<file path="src/rtl/sr_arb_pkg.sv">
// Shared definitions for the SR flag arbiter: FSM state encoding and default sizes.
// The optional lock feature in sr_flag_arbiter is enabled with SR_ARB_LOCK_EN.
package sr_arb_pkg;

    typedef enum logic [1:0] {
        IDLE  = 2'd0,
        GRANT = 2'd1,
        GAP   = 2'd2
    } arb_state_t;

    localparam int DEF_N_REQ  = 4;
    localparam int DEF_N_FLAG = 8;

endpackage

</file>
<file path="src/rtl/rr_pick.sv">
// Combinational round-robin picker: first active request at or after ptr, wrapping
// from N_REQ-1 back to 0.
module rr_pick #(
    parameter int N_REQ = 4,
    parameter int PW    = 2
) (
    input  logic [N_REQ-1:0] req,
    input  logic [PW-1:0]    ptr,
    output logic [PW-1:0]    winner,
    output logic             valid
);

    int          sum;
    logic [PW-1:0] idx;

    always_comb begin
        winner = '0;
        valid  = 1'b0;
        sum    = 0;
        idx    = '0;
        for (int k = 0; k < N_REQ; k++) begin
            sum = int'(ptr) + k;
            if (sum >= N_REQ) begin
                sum = sum - N_REQ;
            end
            idx = PW'(sum);
            if (!valid && req[idx]) begin
                valid  = 1'b1;
                winner = idx;
            end
        end
    end

endmodule

</file>
<file path="src/rtl/sr_flag_arbiter.sv">
// Round-robin arbiter granting one requester at a time write access to a shared SR flag bank.
// Define SR_ARB_LOCK_EN to add the lock input that extends a grant while lock[winner] is high.
module sr_flag_arbiter
    import sr_arb_pkg::*;
#(
    parameter int N_REQ  = DEF_N_REQ,
    parameter int N_FLAG = DEF_N_FLAG
) (
    input  logic                    clk,
    input  logic                    rst,
    input  logic [N_REQ-1:0]        req,
    input  logic [N_REQ*N_FLAG-1:0] set_m,
    input  logic [N_REQ*N_FLAG-1:0] clr_m,
`ifdef SR_ARB_LOCK_EN
    input  logic [N_REQ-1:0]        lock,
`endif
    output logic [N_REQ-1:0]        gnt,
    output logic [N_FLAG-1:0]       flags,
    output logic                    busy,
    output logic                    err
);

    localparam int PW = (N_REQ > 1) ? $clog2(N_REQ) : 1;

    arb_state_t        state, state_nxt;
    logic [PW-1:0]     ptr, ptr_nxt;
    logic [PW-1:0]     win, win_nxt;
    logic [PW-1:0]     ptr_inc;
    logic [N_REQ-1:0]  gnt_nxt;
    logic [N_FLAG-1:0] flags_nxt;
    logic              err_nxt;
    logic [PW-1:0]     pick_w;
    logic              pick_v;
    logic              lock_hold;
    logic [N_FLAG-1:0] set_a [N_REQ];
    logic [N_FLAG-1:0] clr_a [N_REQ];
    logic [N_FLAG-1:0] s_w, r_w;

    for (genvar i = 0; i < N_REQ; i++) begin : g_slice
        assign set_a[i] = set_m[i*N_FLAG +: N_FLAG];
        assign clr_a[i] = clr_m[i*N_FLAG +: N_FLAG];
    end

    assign s_w     = set_a[win];
    assign r_w     = clr_a[win];
    assign ptr_inc = (win == PW'(N_REQ - 1)) ? '0 : win + PW'(1);
    assign busy    = (state != IDLE);

`ifdef SR_ARB_LOCK_EN
    assign lock_hold = lock[win];
`else
    assign lock_hold = 1'b0;
`endif

    rr_pick #(
        .N_REQ (N_REQ),
        .PW    (PW)
    ) u_pick (
        .req    (req),
        .ptr    (ptr),
        .winner (pick_w),
        .valid  (pick_v)
    );

    always_comb begin
        state_nxt = state;
        ptr_nxt   = ptr;
        win_nxt   = win;
        gnt_nxt   = '0;
        flags_nxt = flags;
        err_nxt   = 1'b0;
        case (state)
            IDLE: begin
                if (pick_v) begin
                    state_nxt       = GRANT;
                    win_nxt         = pick_w;
                    gnt_nxt[pick_w] = 1'b1;
                end
            end
            GRANT: begin
                // Conflicting S=R bits keep their value; only clean set/clear bits move.
                flags_nxt = (flags & ~(r_w & ~s_w)) | (s_w & ~r_w);
                err_nxt   = |(s_w & r_w);
                if (lock_hold) begin
                    gnt_nxt = gnt;
                end else begin
                    state_nxt = GAP;
                    ptr_nxt   = ptr_inc;
                end
            end
            GAP: begin
                state_nxt = IDLE;
            end
            default: begin
                state_nxt = IDLE;
            end
        endcase
    end

    always_ff @(posedge clk or negedge rst) begin
        if (!rst) begin
            state <= IDLE;
            ptr   <= '0;
            win   <= '0;
            gnt   <= '0;
            flags <= '0;
            err   <= 1'b0;
        end else begin
            state <= state_nxt;
            ptr   <= ptr_nxt;
            win   <= win_nxt;
            gnt   <= gnt_nxt;
            flags <= flags_nxt;
            err   <= err_nxt;
        end
    end

endmodule
</file>
<file path="config.mk">
export PLATFORM = sky130hd
export DESIGN_NAME = sr_flag_arbiter
export DESIGN_NICKNAME = d
export VERILOG_FILES = /design/src/rtl/sr_arb_pkg.sv /design/src/rtl/rr_pick.sv /design/src/rtl/sr_flag_arbiter.sv
export SDC_FILE = /design/constraint.sdc
export NUM_CORES = 1
export LEC_CHECK = 0
export BUFFER_PORTS_ARGS = -buffer_cell sky130_fd_sc_hd__buf_2
export CAP_MARGIN = 20
export CORE_ASPECT_RATIO = 0.5
export CORE_MARGIN = 5
export CORE_UTILIZATION = 42
export DETAILED_ROUTE_END_ITERATION = 12
export PLACE_DENSITY = 0.88
export SYNTH_ARGS = -nofsm -noshare
export SYNTH_HDL_FRONTEND = slang
export SYNTH_SLANG_ARGS = --single-unit
</file>
<file path="constraint.sdc">
create_clock -name clk -period 2.1 [get_ports clk]
set_input_delay 0.525 -clock clk [delete_from_list [all_inputs] [get_ports clk]]
set_output_delay 0.525 -clock clk [all_outputs]
set_load 0.01 [all_outputs]
</file>
==> results of run 1 <==
[routing by layer]
layer	track usage, %	vias to the layer above
met4	6.53	0
met1	22.4	595
met2	29.1	49
li1	-	612
met5	0	-
met3	3.04	8
[worst paths after layout]
path / slack (ps) / cells past startpoint / endpoint / from
hold reg to reg: 550 / 2 / flags[1] / flags[1]
max in group asynchronous: 1620 / 1 / flags[1] / rst
min in group clk: 550 / 2 / flags[1] / flags[1]
hold / removal: 180 / 1 / flags[4] / rst
setup reg to reg: 200 / 4 / err / win[0]
setup / recovery: 200 / 4 / err / win[0]
[synth_stat cells (all sizes together), types with 2 or more instances]
master and number:
nor2 28, dfrtp 19, mux4 16, nand2 14, a21oi 9, a22oi 4
buf 4, and2 3, nand2b 3, a21o 2, o21ai 2
[cell type report]
class | count | share of cell area, %
well taps | 40 | 2.80
flip-flops and latches | 19 | 26.6
clock inverters | 1 | 0.280
multi-input cells | 91 | 43.1
clock buffers | 3 | 2.31
repair buffers | 86 | 24.5
inverters | 2 | 0.420
[stage by stage]
step / setup WS, ps / std cells
floorplan: 548 / 117
global placement: 242 / 238
detailed placement: 205 / 238
CTS: 193 / 242
global route: 97.8 / 242
finish: 197 / 242
[kinds of logic after synthesis]
kind of cell | after synthesis | share of synthesized area [%]
compound gates | 22 | 11.5
buf+inv | 7 | 4.04
fa+ha+maj | 1 | 0.962
flops | 19 | 36.6
mux | 17 | 30.5
simple gates | 51 | 16.5
[power breakdown]
part	internal [mW]	leakage (nW)	total, mW	switching (mW)
sequential	0.500	0.248	0.640	0.140
combinational	0.614	0.644	1.21	0.597
clock	0.132	0.0255	0.259	0.127
[flip-flops by register name (all words and copies together) (netlist names)]
name,cells
err,1
flags,8
gnt,4
ptr,2
state,2
win,2
==> metrics.txt, run 1 <==
Mapped Cells=117; Row Count=14; largest cells by area after synthesis=dfrtp_1, mux4_2, mux4_1, nor2_1, nand2_1; Max Buffers Root-to-Sink=2; Total Wirelength=3560 µm; Avg Inst Size Synth=11.1 µm²; most frequent cells in the layout=buf_2, nor2_1, dfrtp_1, nand2_1; CTS tree=yes; DR vias=1264; RSZ-0062 raised after global routing=no; P per Cell Area=1180 nW/µm²; Final Hold Violating Endpoints=0; commonest non-fill, non-tap cell in the layout=buf_2; Vias/cell=5.22; Synthesis Warnings=0; area added between synthesis and finish=37.6%; Synth area leader=dfrtp_1; register area share after synthesis=36.6%; Post-Place Cell Area=1740 µm²; worst vdd ir=0.000554 V; synthesized area=1300 µm²; die span in y=49.3 µm; top sig layer=met4; Hold Path Class=input port to async pin; hold slack=180 ps; Final setup viols=0; H-tree depth=1; slew at the pin closest to its max-slew limit=510 ps; design area=1790 µm²; max incr delay on CP=620 ps; worst rel slew slack=66.0%; Critical Path AT=2030 ps; fin crit share=90.6%; Worst path top cell family by delay=multiplexers; Post-CTS Resized=0; CP Cell Sequence=buf_4 > mux4_1 > a22oi_1 > a41oi_1; total track usage=17.4%; Worst-path clk slew=70 ps; met2 routed WL=1820 µm; CTS buffer count=3; Diodes inserted=0; startpoint type of the worst setup path=register; Max FO, Critical Path=9; max_cap viols=0; Nets=274; pin count of the biggest net entering global routing=20; register area=475 µm²; final max-slew violation count=0; first-pass GRT wire length=6000 µm; Util after Layout=60.1%; fill count=262; Distinct cells, synth=28; full die area=4380 µm²; Total Power=2.11 mW; Clock Latency Late Sink=260 ps; Worst Setup End Kind=register; RePlAce Congestion=0.867; drt wl/cell=14.7 µm; clk sinks=19; Top FF cell, synth=dfrtp_1; Worst Skew=7.43 ps; fmax=526 MHz; Worst Setup Path Type=register to register; min Tclk post-route=1900 ps; Metal-1 WL=1450 µm; Mapped Nets=188; core box area=2980 µm²; Final TNS setup=0 ps; Synth Register Bits=19; hold_buf cts=0; HPWL Detailed=3040 µm; Root Buffer=clkbuf_8; CP max stage cell=mux4_1; met3 wire length=212 µm; initial antenna violation count=0; post-synth top area share=36.6%; WP data required=2220 ps; Post-CTS Setup Inserts=0; DIE WIDTH=88.7 µm; Static Leakage=0.918 nW; Iter 0 DRT Violations=43; drt pass-1 iters=4; # IOs=84; grt ovf=0; Post-DRT Antenna Nets=0; status=complete, no violations; initial core utilization=43.7%; IO Port Bufs=83; Buffers & Inverters on Critical Path=1; DRC=0; asr flop ratio synth=100%; number of flops mapped to enable cells by yosys=0; vias in the first global route=1298; area occupied by multi-input gates=772 µm²; share of layout cells above drive strength 1=49.5%
(Power assumes the default switching activity.)
==> inputs of run 2 (changes only) <==
--- a/config.mk
+++ b/config.mk
@@ -8,7 +8,7 @@
 export BUFFER_PORTS_ARGS = -buffer_cell sky130_fd_sc_hd__buf_2
 export CAP_MARGIN = 20
 export CORE_ASPECT_RATIO = 0.5
-export CORE_MARGIN = 5
+export CORE_MARGIN = 4
 export CORE_UTILIZATION = 42
 export DETAILED_ROUTE_END_ITERATION = 12
 export PLACE_DENSITY = 0.88
==> metrics.txt, run 2 (synthesis results as in run 1) <==
status=complete, no violations; startpoint type of the worst setup path=register; share of layout cells above drive strength 1=49.5% (unchanged); Post-CTS Setup Inserts=0 (unchanged); Critical Path AT=1840 ps (-190 ps); initial antenna violation count=0 (unchanged); Max Buffers Root-to-Sink=2 (unchanged); Vias/cell=5.12 (-1.9%); Max FO, Critical Path=12 (+3); max_cap viols=0 (unchanged); Non-Filler Instances=239 (-1.2%); min Tclk post-route=1730 ps (-171 ps); Diodes inserted=0 (unchanged); most frequent cells in the layout=buf_2, nor2_1, dfrtp_1, nand2_1; worst slack, placed=392 ps (+187 ps); drt wl/cell=14.3 µm (-3.0%); # IOs=84 (unchanged); fin crit share=82.4% (-8.2 points); hold slack=189 ps (+8.65 ps); IO Port Bufs=83 (unchanged); design area=1790 µm² (-0.21%); Biggest register=flags; initial core utilization=47.0% (+3.4 points); RSZ-0062 raised after global routing=no; worst vdd ir=0.000581 V (+5.0%); fmax=578 MHz (+9.9%); Post-Place Cell Area=1740 µm² (-0.22%); HPWL Detailed=2930 µm (-3.9%); Final Hold Violating Endpoints=0 (unchanged); max reg flops=8 (unchanged); RePlAce Congestion=0.828 (-4.5%); Worst Setup End Kind=register; WP data required=2210 ps (about the same); worst rel slew slack=66.5% (+0.52 points); Final TNS setup=0 ps (unchanged); drt pass-1 iters=4 (unchanged); first-pass GRT wire length=5220 µm (-13%); Row Count=13 (-1); P per Cell Area=1170 nW/µm² (-0.67%); Static Leakage=0.918 nW (about the same); Iter 0 DRT Violations=36 (-16%); CP max stage cell=mux4_1; DIE WIDTH=86.7 µm (-2.3%); full die area=4100 µm² (-6.2%); GRT busiest layer=met2; Root Buffer=clkbuf_8; slew at the pin closest to its max-slew limit=501 ps (-9.32 ps); Clock Latency Late Sink=250 ps (about the same); CTS buffer count=3 (unchanged); commonest non-fill, non-tap cell in the layout=buf_2; Post-CTS Resized=0 (unchanged); CTS tree=yes; grt ovf=0 (unchanged); top flop regs=flags (8), gnt (4); H-tree depth=1 (unchanged); max incr delay on CP=620 ps (about the same); hold_buf cts=0 (unchanged); vias in the first global route=1231 (-5.2%); DRC=0 (unchanged); Placed Cells=235 (-1.3%); final max-slew violation count=0 (unchanged); Hold Path Class=input port to async pin; clk sinks=19 (unchanged); post-route setup slack=369 ps (+171 ps); Post-DRT Antenna Nets=0 (unchanged); Total Wirelength=3410 µm (-4.2%); die span in y=47.3 µm (-4.1%); Worst Skew=2.63 ps (-4.80 ps); met2 usage=33.9% (+4.8 points); Worst-path clk slew=70 ps (about the same); Final setup viols=0 (unchanged); met1 usage=18.9% (-3.5 points); DR vias=1224 (-3.2%); core box area=2770 µm² (-7.1%); met3 Usage GRT=2.80% (-0.23 points); pin count of the biggest net entering global routing=20 (unchanged); area added between synthesis and finish=37.3%; Worst Setup Path Type=register to register; CP Cell Sequence=buf_4 > mux4_1 > a22oi_1 > a41oi_1; total track usage=17.0% (-0.36 points); Nets=274 (unchanged)
[run 2: cell counts in the layout (fill, tap and decap cells not counted)]
Identical to the previous run, type by type.
[run 2: per-stage QoR]
step | util, % | total power, mW
after floorplan | - | 1.56
after global placement | 62.9 | 1.82
after detailed placement | 62.9 | 1.85
after CTS | 64.6 | 2.10
after global routing | 64.6 | 2.28
final | 64.6 | 2.09
[run 2: critical path: cells and delay by family (launching register included)]
family | cells | cell delay [ps]
AO/OA/AOI/OAI | 2 | 390
buffers and inverters | 1 | 220
flip-flops | 1 | 360
multiplexers | 1 | 620
[run 2: layer usage]
metal | vias to the layer above | share of wire [%]
li1 | 609 | -
met1 | 576 | 41
met2 | 35 | 53
met3 | 4 | 4.9
met4 | 0 | 1.2
met5 | - | 0
[run 2: layout make-up]
type / instances / area [µm²]
Multi-Input combinational cell: 91 / 772
Clock inverter: 1 / 5.00
Fill cell: 220 / 980
Inverter: 2 / 7.51
Clock buffer: 3 / 41.3
Sequential cell: 19 / 475
Tap cell: 37 / 46.3
Timing Repair Buffer: 86 / 438
[run 2: power breakdown]
part | total, mW | internal (mW) | switching (mW)
clock network | 0.252 | 0.132 | 0.120
registers | 0.612 | 0.501 | 0.112
logic | 1.23 | 0.614 | 0.614
total | 2.09 | 1.25 | 0.845
[run 2: final timing paths]
path	to	slack (ps)	cells after the start	from
setup reg to reg	err	370	4	win[0]
max in group asynchronous	state[1]	1630	1	rst
hold / removal	flags[4]	190	1	rst
min in group clk	flags[4]	550	2	flags[4]
hold reg to reg	flags[4]	550	2	flags[4]
setup / recovery	err	370	4	win[0]
==> inputs of run 3 (changes only) <==
--- a/config.mk
+++ b/config.mk
@@ -5,11 +5,12 @@
 export SDC_FILE = /design/constraint.sdc
 export NUM_CORES = 1
 export LEC_CHECK = 0
+export ABC_AREA = 1
 export BUFFER_PORTS_ARGS = -buffer_cell sky130_fd_sc_hd__buf_2
 export CAP_MARGIN = 20
 export CORE_ASPECT_RATIO = 0.5
 export CORE_MARGIN = 4
-export CORE_UTILIZATION = 42
+export CORE_UTILIZATION = 45
 export DETAILED_ROUTE_END_ITERATION = 12
 export PLACE_DENSITY = 0.88
 export SYNTH_ARGS = -nofsm -noshare
==> constraint.sdc (replaced) <==
create_clock -name clk -period 1.77 [get_ports clk]
set_input_delay 0.4425 -clock clk [delete_from_list [all_inputs] [get_ports clk]]
set_output_delay 0.4425 -clock clk [all_outputs]
set_load 0.01 [all_outputs]
==> metrics.txt, run 3 <==
status=complete, no violations; Synth Register Bits=19 (unchanged); commonest non-fill, non-tap cell in the layout=nand2_1; share of layout cells above drive strength 1=32.4% (-17 points); post-synth top area share=29.2% (-7.4 points); full die area=4710 µm² (+15%); pin count of the biggest net entering global routing=43 (+110%); H-tree depth=1 (unchanged); DR vias=1932 (+58%); Worst-path clk slew=70 ps (about the same); RePlAce Congestion=0.795 (-3.9%); Max FO, Critical Path=21 (+9); worst rel slew slack=71.4% (+4.9 points); Worst Setup End Kind=register; Total Wirelength=4460 µm (+31%); max reg flops=8 (unchanged); Worst Setup Path Type=register to register; Avg Inst Size Synth=6.12 µm² (-45%); Mapped Nets=337 (+79%); # IOs=84 (unchanged); core box area=3450 µm² (+25%); WP data required=1950 ps (-260 ps); synthesized area=1630 µm² (+25%); Static Leakage=1.22 nW (+33%); Diodes inserted=0 (unchanged); Biggest register=flags; Nets=415 (+51%); Root Buffer=clkbuf_8; most frequent cell after synthesis=nand2_1; top flop regs=flags (8), gnt (4); grt ovf=0 (unchanged); Synth top cells by count=nand2_1, nor2_1, o21ai_0, inv_1, dfrtp_1; Post-CTS Setup Inserts=0 (unchanged); post-route setup slack=148 ps (-221 ps); initial antenna violation count=0 (unchanged); Post-CTS Resized=0 (unchanged); RSZ-0062 raised after global routing=no; Critical Path AT=1810 ps (-30 ps); Clock Latency Late Sink=260 ps (about the same); Mapped Cells=266 (+130%); CTS buffer count=3 (unchanged); worst slack, placed=110 ps (-282 ps); vias in the first global route=1797 (+46%); final max-slew violation count=0 (unchanged); max_cap viols=0 (unchanged); drt pass-1 iters=5 (+1); startpoint type of the worst setup path=register; Hold Path Class=input port to async pin; Worst Skew=2.67 ps (+0.0403 ps); Post-DRT Antenna Nets=0 (unchanged); Vias/cell=4.90 (-4.3%); Row Count=15 (+2); asr flop ratio synth=100% (unchanged); Synthesis Warnings=0 (unchanged); Synth area leader=dfrtp_1; DRC=0 (unchanged); Final setup viols=0 (unchanged); HPWL Detailed=3580 µm (+22%); most frequent cells in the layout=nand2_1, buf_2, nor2_1, inv_1, o21ai_0; Top FF cell, synth=dfrtp_1; worst vdd ir=0.000759 V (+30%); area added between synthesis and finish=28.3%; fmax=616 MHz (+6.7%); CTS tree=yes; number of flops mapped to enable cells by yosys=0 (unchanged); die span in y=50.5 µm (+6.8%); P per Cell Area=1690 nW/µm² (+45%); largest cells by area after synthesis=dfrtp_1, nand2_1, nor2_1, o21ai_0, inv_1; Max Buffers Root-to-Sink=2 (unchanged); Distinct cells, synth=23 (-18%); Final Hold Violating Endpoints=0 (unchanged); drt wl/cell=11.3 µm (-21%); DIE WIDTH=93.1 µm (+7.4%); hold_buf cts=0 (unchanged); register area share after synthesis=29.2% (-7.4 points); Iter 0 DRT Violations=91 (+150%); hold slack=108 ps (-80.1 ps); min Tclk post-route=1620 ps (-109 ps); first-pass GRT wire length=7200 µm (+38%); Final TNS setup=0 ps (unchanged); initial core utilization=47.2% (+0.16 points); fin crit share=91.7% (+9.2 points); clk sinks=19 (unchanged); slew at the pin closest to its max-slew limit=428 ps (-72.5 ps); Total Power=3.54 mW (+69%); total track usage=18.8% (+1.7 points); IO Port Bufs=83 (unchanged)
## run 3: metrics by stage
step           util (%)  cells  cell area [µm²]
3_5_place_dp       59.1    390             2040
6_report           60.5    394             2090
3_3_place_gp       59.1    390             2040
2_1_floorplan         -    266             1630
4_1_cts            60.4    394             2090
5_1_grt            60.5    394             2090
## run 3: cell families (layout without fill, tap and decap cells)
logic type / count (synthesis) / after routing / share of synthesized area, %
adder cells (fa/ha/maj): 1 / 1 / 0.768
buffers and inverters: 39 / 116 / 11.5
AND/OR/NAND/NOR: 154 / 154 / 39.4
flip-flops: 19 / 19 / 29.2
AO/OA/AOI/OAI: 53 / 53 / 19.1
## run 3: final timing paths
path	slack (ps)	to	cells past startpoint	startpoint
max reg2reg	150	err	7	win[0]
max in group asynchronous	1350	ptr[0]	1	rst
min in group clk	470	state[1]	1	state[1]
min	110	win[1]	1	rst
min reg2reg	470	state[1]	1	state[1]
max	150	err	7	win[0]
## run 3: cell type report
class                           instances  area (µm²)
Clock buffer                            3        41.3
Clock inverter                          1        5.00
Fill cell                             336        1360
Inverter                               27         106
Multi-Input combinational cell        208         966
Sequential cell                        19         477
Tap cell                               51        63.8
Timing Repair Buffer                   85         430
## run 3: metal layers
metal  share of wire [%]  track usage (%)  routed length (µm)
met5                   0                0                   0
met1                  42             22.2                1860
met4                0.36             3.65                  16
met3                 6.0             1.95                 269
met2                  52             36.9                2310
## run 3: worst max-delay path, stage by stage, from the launching register on
cell and delay, ps:
dfrtp_1 530, buf_4 300, o21ai_0 120, o21ai_1 250
nand2_1 100, nand2_1 80, nor2_1 40, a21oi_1 110
## run 3: power breakdown
part	leakage, nW	switching (mW)	internal [mW]
clock network	0.0255	0.150	0.157
logic	0.964	1.57	0.836
registers	0.233	0.190	0.637
total	1.22	1.91	1.63
